$ cat src/rtl/ram2p_fifo_ctrl_pkg.sv
// ram2p_fifo_ctrl_pkg: shared helpers for the ram2p FIFO controller.
package ram2p_fifo_ctrl_pkg;

    // Pointer advance with an explicit wrap at the last valid RAM address.
    function automatic int wrap_inc(input int p, input int last);
        return (p == last) ? 0 : p + 1;
    endfunction

endpackage

$ cat src/rtl/fifo_out_skid.sv
// fifo_out_skid: two-entry head/skid output buffer absorbing the RAM read latency.
module fifo_out_skid
    import ram2p_fifo_ctrl_pkg::*;
#(
    parameter int DWID = 16
) (
    input  logic            clk,
    input  logic            rst,
    input  logic            push_i,
    input  logic [DWID-1:0] data_i,
    input  logic            pop_i,
    output logic            valid_o,
    output logic [DWID-1:0] data_o,
    output logic [1:0]      cnt_o
);
    logic [DWID-1:0] head_q, head_d, skid_q, skid_d;
    logic [1:0]      cnt_q, cnt_d, left;

    // Occupancy after the pop decides which slot a same-cycle push lands in.
    assign left   = cnt_q - {1'b0, pop_i};
    assign cnt_d  = left + {1'b0, push_i};
    assign head_d = (push_i && left == 2'd0) ? data_i : (pop_i ? skid_q : head_q);
    assign skid_d = (push_i && left == 2'd1) ? data_i : skid_q;

    always_ff @(posedge clk) begin
        if (rst) begin
            head_q <= '0;
            skid_q <= '0;
            cnt_q  <= '0;
        end else begin
            head_q <= head_d;
            skid_q <= skid_d;
            cnt_q  <= cnt_d;
        end
    end

    assign valid_o = cnt_q != 2'd0;
    assign data_o  = head_q;
    assign cnt_o   = cnt_q;
endmodule

$ cat src/rtl/ram2p_fifo_ctrl.sv
// ram2p_fifo_ctrl: FIFO controller driving a dual-port RAM, port A writes, port B reads.
module ram2p_fifo_ctrl
    import ram2p_fifo_ctrl_pkg::*;
#(
    parameter int AWID  = 8,
    parameter int DEPTH = 256,
    parameter int DWID  = 16
) (
    input  logic              clk,
    input  logic              rst,
    input  logic              i_wr_valid,
    output logic              o_wr_ready,
    input  logic [DWID-1:0]   i_wr_data,
    output logic              o_rd_valid,
    input  logic              i_rd_ready,
    output logic [DWID-1:0]   o_rd_data,
    output logic [AWID+1:0]   o_count,
    output logic              o_empty,
    output logic              o_ram_wea,
    output logic [AWID-1:0]   o_ram_addra,
    output logic [DWID-1:0]   o_ram_data,
    output logic              o_ram_web,
    output logic [AWID-1:0]   o_ram_addrb,
    input  logic [DWID-1:0]   i_ram_datb
);
    localparam int CW = AWID + 2;
    localparam int LAST = DEPTH - 1;
    localparam logic [AWID:0] DEPTH_C = (AWID + 1)'(DEPTH);

    logic [AWID-1:0] wptr_q, wptr_d, rptr_q, rptr_d;
    logic [AWID:0]   mem_cnt_q, mem_cnt_d;
    logic            fetch_q, wr, fetch, pop;
    logic [1:0]      buf_cnt;

    assign o_wr_ready = !rst && mem_cnt_q < DEPTH_C;
    assign wr         = i_wr_valid && o_wr_ready;
    assign pop        = o_rd_valid && i_rd_ready;
    // Keep buffer + in-flight read within the two slots after this cycle's pop.
    assign fetch      = (mem_cnt_q != '0) &&
                        ({1'b0, buf_cnt} + {2'b0, fetch_q} < 3'd2 + {2'b0, pop});

    assign wptr_d    = wr ? AWID'(wrap_inc(int'(wptr_q), LAST)) : wptr_q;
    assign rptr_d    = fetch ? AWID'(wrap_inc(int'(rptr_q), LAST)) : rptr_q;
    assign mem_cnt_d = mem_cnt_q + {{AWID{1'b0}}, wr} - {{AWID{1'b0}}, fetch};

    always_ff @(posedge clk) begin
        if (rst) begin
            wptr_q    <= '0;
            rptr_q    <= '0;
            mem_cnt_q <= '0;
            fetch_q   <= 1'b0;
        end else begin
            wptr_q    <= wptr_d;
            rptr_q    <= rptr_d;
            mem_cnt_q <= mem_cnt_d;
            fetch_q   <= fetch;
        end
    end

    fifo_out_skid #(.DWID(DWID)) u_skid (
        .clk     (clk),
        .rst     (rst),
        .push_i  (fetch_q),
        .data_i  (i_ram_datb),
        .pop_i   (pop),
        .valid_o (o_rd_valid),
        .data_o  (o_rd_data),
        .cnt_o   (buf_cnt)
    );

    assign o_ram_wea   = wr;
    assign o_ram_addra = rst ? '0 : wptr_q;
    assign o_ram_data  = i_wr_data;
    assign o_ram_web   = 1'b0;
    assign o_ram_addrb = rst ? '0 : rptr_q;
    assign o_count     = CW'(mem_cnt_q) + CW'(fetch_q) + CW'(buf_cnt);
    assign o_empty     = o_count == '0;
endmodule

$ cat config.mk
export PLATFORM = sky130hd
export DESIGN_NAME = ram2p_fifo_ctrl
export DESIGN_NICKNAME = d
export VERILOG_FILES = /design/src/rtl/ram2p_fifo_ctrl_pkg.sv /design/src/rtl/fifo_out_skid.sv /design/src/rtl/ram2p_fifo_ctrl.sv
export SDC_FILE = /design/constraint.sdc
export NUM_CORES = 1
export LEC_CHECK = 0
export ABC_CLOCK_PERIOD_IN_PS = 4800
export BUFFER_PORTS_ARGS = -buffer_cell sky130_fd_sc_hd__buf_4
export CORE_MARGIN = 3
export CORE_UTILIZATION = 45
export CTS_CLUSTER_DIAMETER = 30
export DETAILED_ROUTE_END_ITERATION = 10
export GPL_TIMING_DRIVEN = 0
export PLACE_DENSITY = 0.77
export SYNTH_ARGS = -nofsm -noshare
export SYNTH_HDL_FRONTEND = slang
export SYNTH_SLANG_ARGS = --single-unit
$ cat constraint.sdc
create_clock -name clk -period 4.8 [get_ports clk]
set_clock_uncertainty 0.05 [all_clocks]
set_input_delay 0.96 -clock clk [delete_from_list [all_inputs] [get_ports clk]]
set_output_delay 0.96 -clock clk [all_outputs]
set_load 0.05 [all_outputs]
==> results.toml <==
[outcome]
outcome = "completed"

[setup_path]
r2r_setup_slack_ns = 0.86
cp-start-kind = "flop"
worstReg2RegStart = "mem_cnt_q[2]"
criticalPathCategory = "flop to flop"
critPathArrivalTime_ns = 4.15
endpoint_kind = "flop"
path_max_fanout = 8
required_ns = 5.00
r2r-end = "mem_cnt_q[8]"
ff2ff_path_depth = 16

[grt]
overflow = 0
grt_util_all_layers_pct = 18.1
antenna_found_initial = 0
grt_max_degree = 11
grt_pass1_vias = 2884
grt_pass1_wl_um = 12700

[sta]
finalCritPeriodShare_pct = 82.2
fin_tns_setup_ns = 0
hold_viol_final = 0
setup_violations = 0
max_freq_mhz = 254
max_slew_margin_pct = 61.7
drv_slew = 0
grt_setup_unrepaired = "false"
worstMarginPinSlew_ns = 0.575
layout_min_cycle_time_ns = 3.94

[logic_synthesis]
synth_nets = 449
synth.largest_area_cell = "dfxtp_1"
yosysWarnings = 0
synth_cells = 385
synth-edff-count = 0
syn_avg_cell_area_um2 = 8.91
ys_seq_elements = 60
syn_area_um2 = 3430
synthArstFlopShare_pct = 0
synth_top_cell_area_share_pct = 35.0
ys_types = 50
synthTopCellsByArea = "dfxtp_1, mux2i_1, ha_1, nor2_1, a211oi_1"
synthFlopType = "dfxtp_1"
ys_seq_area_share_pct = 35.0
synth_common_cells = "dfxtp_1, nor2_1, mux2i_1"
yosys.cell_count.top_type = "dfxtp_1"

[drt]
drt_iter0_markers = 95
ant_nets = 0
drc = 0
dr.pass1.iters = 4
dr_total_vias = 2951
wl_um = 7830
vias_per_cell = 5.09
wl_per_cell_um = 13.5

[clocking]
cts_tree = "yes"
clk_pin_slew_ns = 0.07
hold_buffers = 0
numCtsBuffers = 9
clkLatencyLatePin_ns = 0.33
post_cts_buffers = 0
cts-resized-gates = 0
cts_max_level = 3
cts_sinks = 60
cts-root-buf = "clkbuf_8"
cts_buffer_depth = 2

[placed_design]
place_area_um2 = 4160
port_buffers = 81
place_congestion = 0.837
dp_hpwl_um = 5980
placed_cells = 565

[floorplanning]
die_h_um = 93.3
dieArea_um2 = 8700
coreArea_um2 = 7330
start_util_pct = 46.8
rows = 31
dieWidth_um = 93.3
pin_count = 99

[power]
clock_power_share_pct = 13.2
peakVddDrop_uv = 284
switching_share_pct = 49.3
comb_power_share_pct = 61.1
power_density_nw_per_um2 = 702
p_sw_mw = 1.50
power_leakage_nw = 2.04
pwr-share-seq_pct = 25.7
p_total_mw = 3.04
internal_power_mw = 1.54

[cells_and_area]
utilization_pct = 59.2
design_area_um2 = 4340
drive_above_1_share_pct = 26.6
layout.nets = 541
n_antenna_cell = 0
layoutNonFillerInstCount = 580
area_growth_pct = 26.5

[job]
maxCapViolCount = 0

[worst_hold_path]
hp-class = "flop to flop"
hold_depth = 2
whs_endpoint = "u_skid.skid_q[6]"
min_from = "u_skid.skid_q[6]"
-- worst max path at each step --
| stage | start | end | cells past startpoint | slack (ns) |
|---|---|---|---|---|
| 6_report | mem_cnt_q[2] | mem_cnt_q[8] | 16 | 0.86 |
| 5_1_grt | mem_cnt_q[2] | mem_cnt_q[8] | 16 | 0.45 |
| 4_1_cts | mem_cnt_q[2] | mem_cnt_q[8] | 16 | 0.85 |
| 3_5_place_dp | i_rd_ready | mem_cnt_q[8] | 16 | 0.67 |
| 3_3_place_gp | i_rd_ready | mem_cnt_q[8] | 16 | 0.77 |
| 2_1_floorplan | i_wr_valid | mem_cnt_q[8] | 9 | 1.26 |
-- layer usage --
metal  track usage [%]  vias up  share of wire (%)
met1              21.7     1374                 44
met3              5.07       11                5.6
met2              31.0       77                 49
met4              5.98        0                1.6
li1                  -     1489                  -
met5                 0        -                  0
-- registers in the layout (all words and copies together) (netlist names) --
signal and flops:
u_skid.data_o 16, u_skid.skid_q 16, mem_cnt_q 9, rptr_q 8, wptr_q 8, u_skid.cnt_o 2
fetch_q 1
-- cells by family after synthesis --
kind of cell / share of synthesized area [%]
fa+ha+maj: 10.9
other cells: 0.109
buf+inv: 9.08
simple gates: 18.3
xor+xnor: 4.60
flops: 35.0
mux: 10.9
compound gates: 11.1
-- through the flow --
stage,setup WS (ns),hold slack (ns)
6_report,0.856,0.449
5_1_grt,0.449,0.483
4_1_cts,0.845,0.451
3_5_place_dp,0.669,0.435
3_3_place_gp,0.765,0.422
2_1_floorplan,1.26,0.403
-- critical path, cell delays in order (launching register included) --
cell and delay (ns):
dfxtp_1 0.37, clkbuf_1 0.28, inv_1 0.16, ha_1 0.23, a31oi_1 0.31, nand2_1 0.29
clkinv_2 0.15, ha_1 0.23, inv_1 0.05, ha_1 0.17, inv_1 0.07, fa_1 0.41
nor2b_1 0.20, o221ai_1 0.25, a211oi_1 0.35, o21ai_0 0.14, a21oi_1 0.15
-- placed cells by master, fill, tap and decap left out, types with 7 or more instances in the layout --
cell type	count
nand2_1	13
nor3_1	7
xnor2_1	10
xor2_1	8
dfxtp_1	60
ha_1	25
nor2_1	51
a21oi_1	12
inv_1	26
clkbuf_1	11
mux2i_1	34
a211oi_1	18
clkbuf_8	11
nand3_1	8
nor2b_1	19
buf_4	99
-- cell type report --
type,count,area (um2)
Fill cell,656,2990
Clock inverter,4,25.0
Timing Repair Buffer,81,608
Tap cell,99,124
Buffer,33,209
Multi-Input combinational cell,265,1920
Clock buffer,11,151
Sequential cell,60,1200
Inverter,27,103
-- power by group through the flow --
stage	Sequential [mW]	Clock, mW	Combinational (mW)
final	0.782	0.402	1.86
after global routing	0.806	0.431	2.03
after CTS	0.783	0.411	1.87
after detailed placement	0.793	0	1.86
after global placement	0.789	0	1.82
after floorplan	0.981	0	1.19
(Power assumes the default switching activity.)
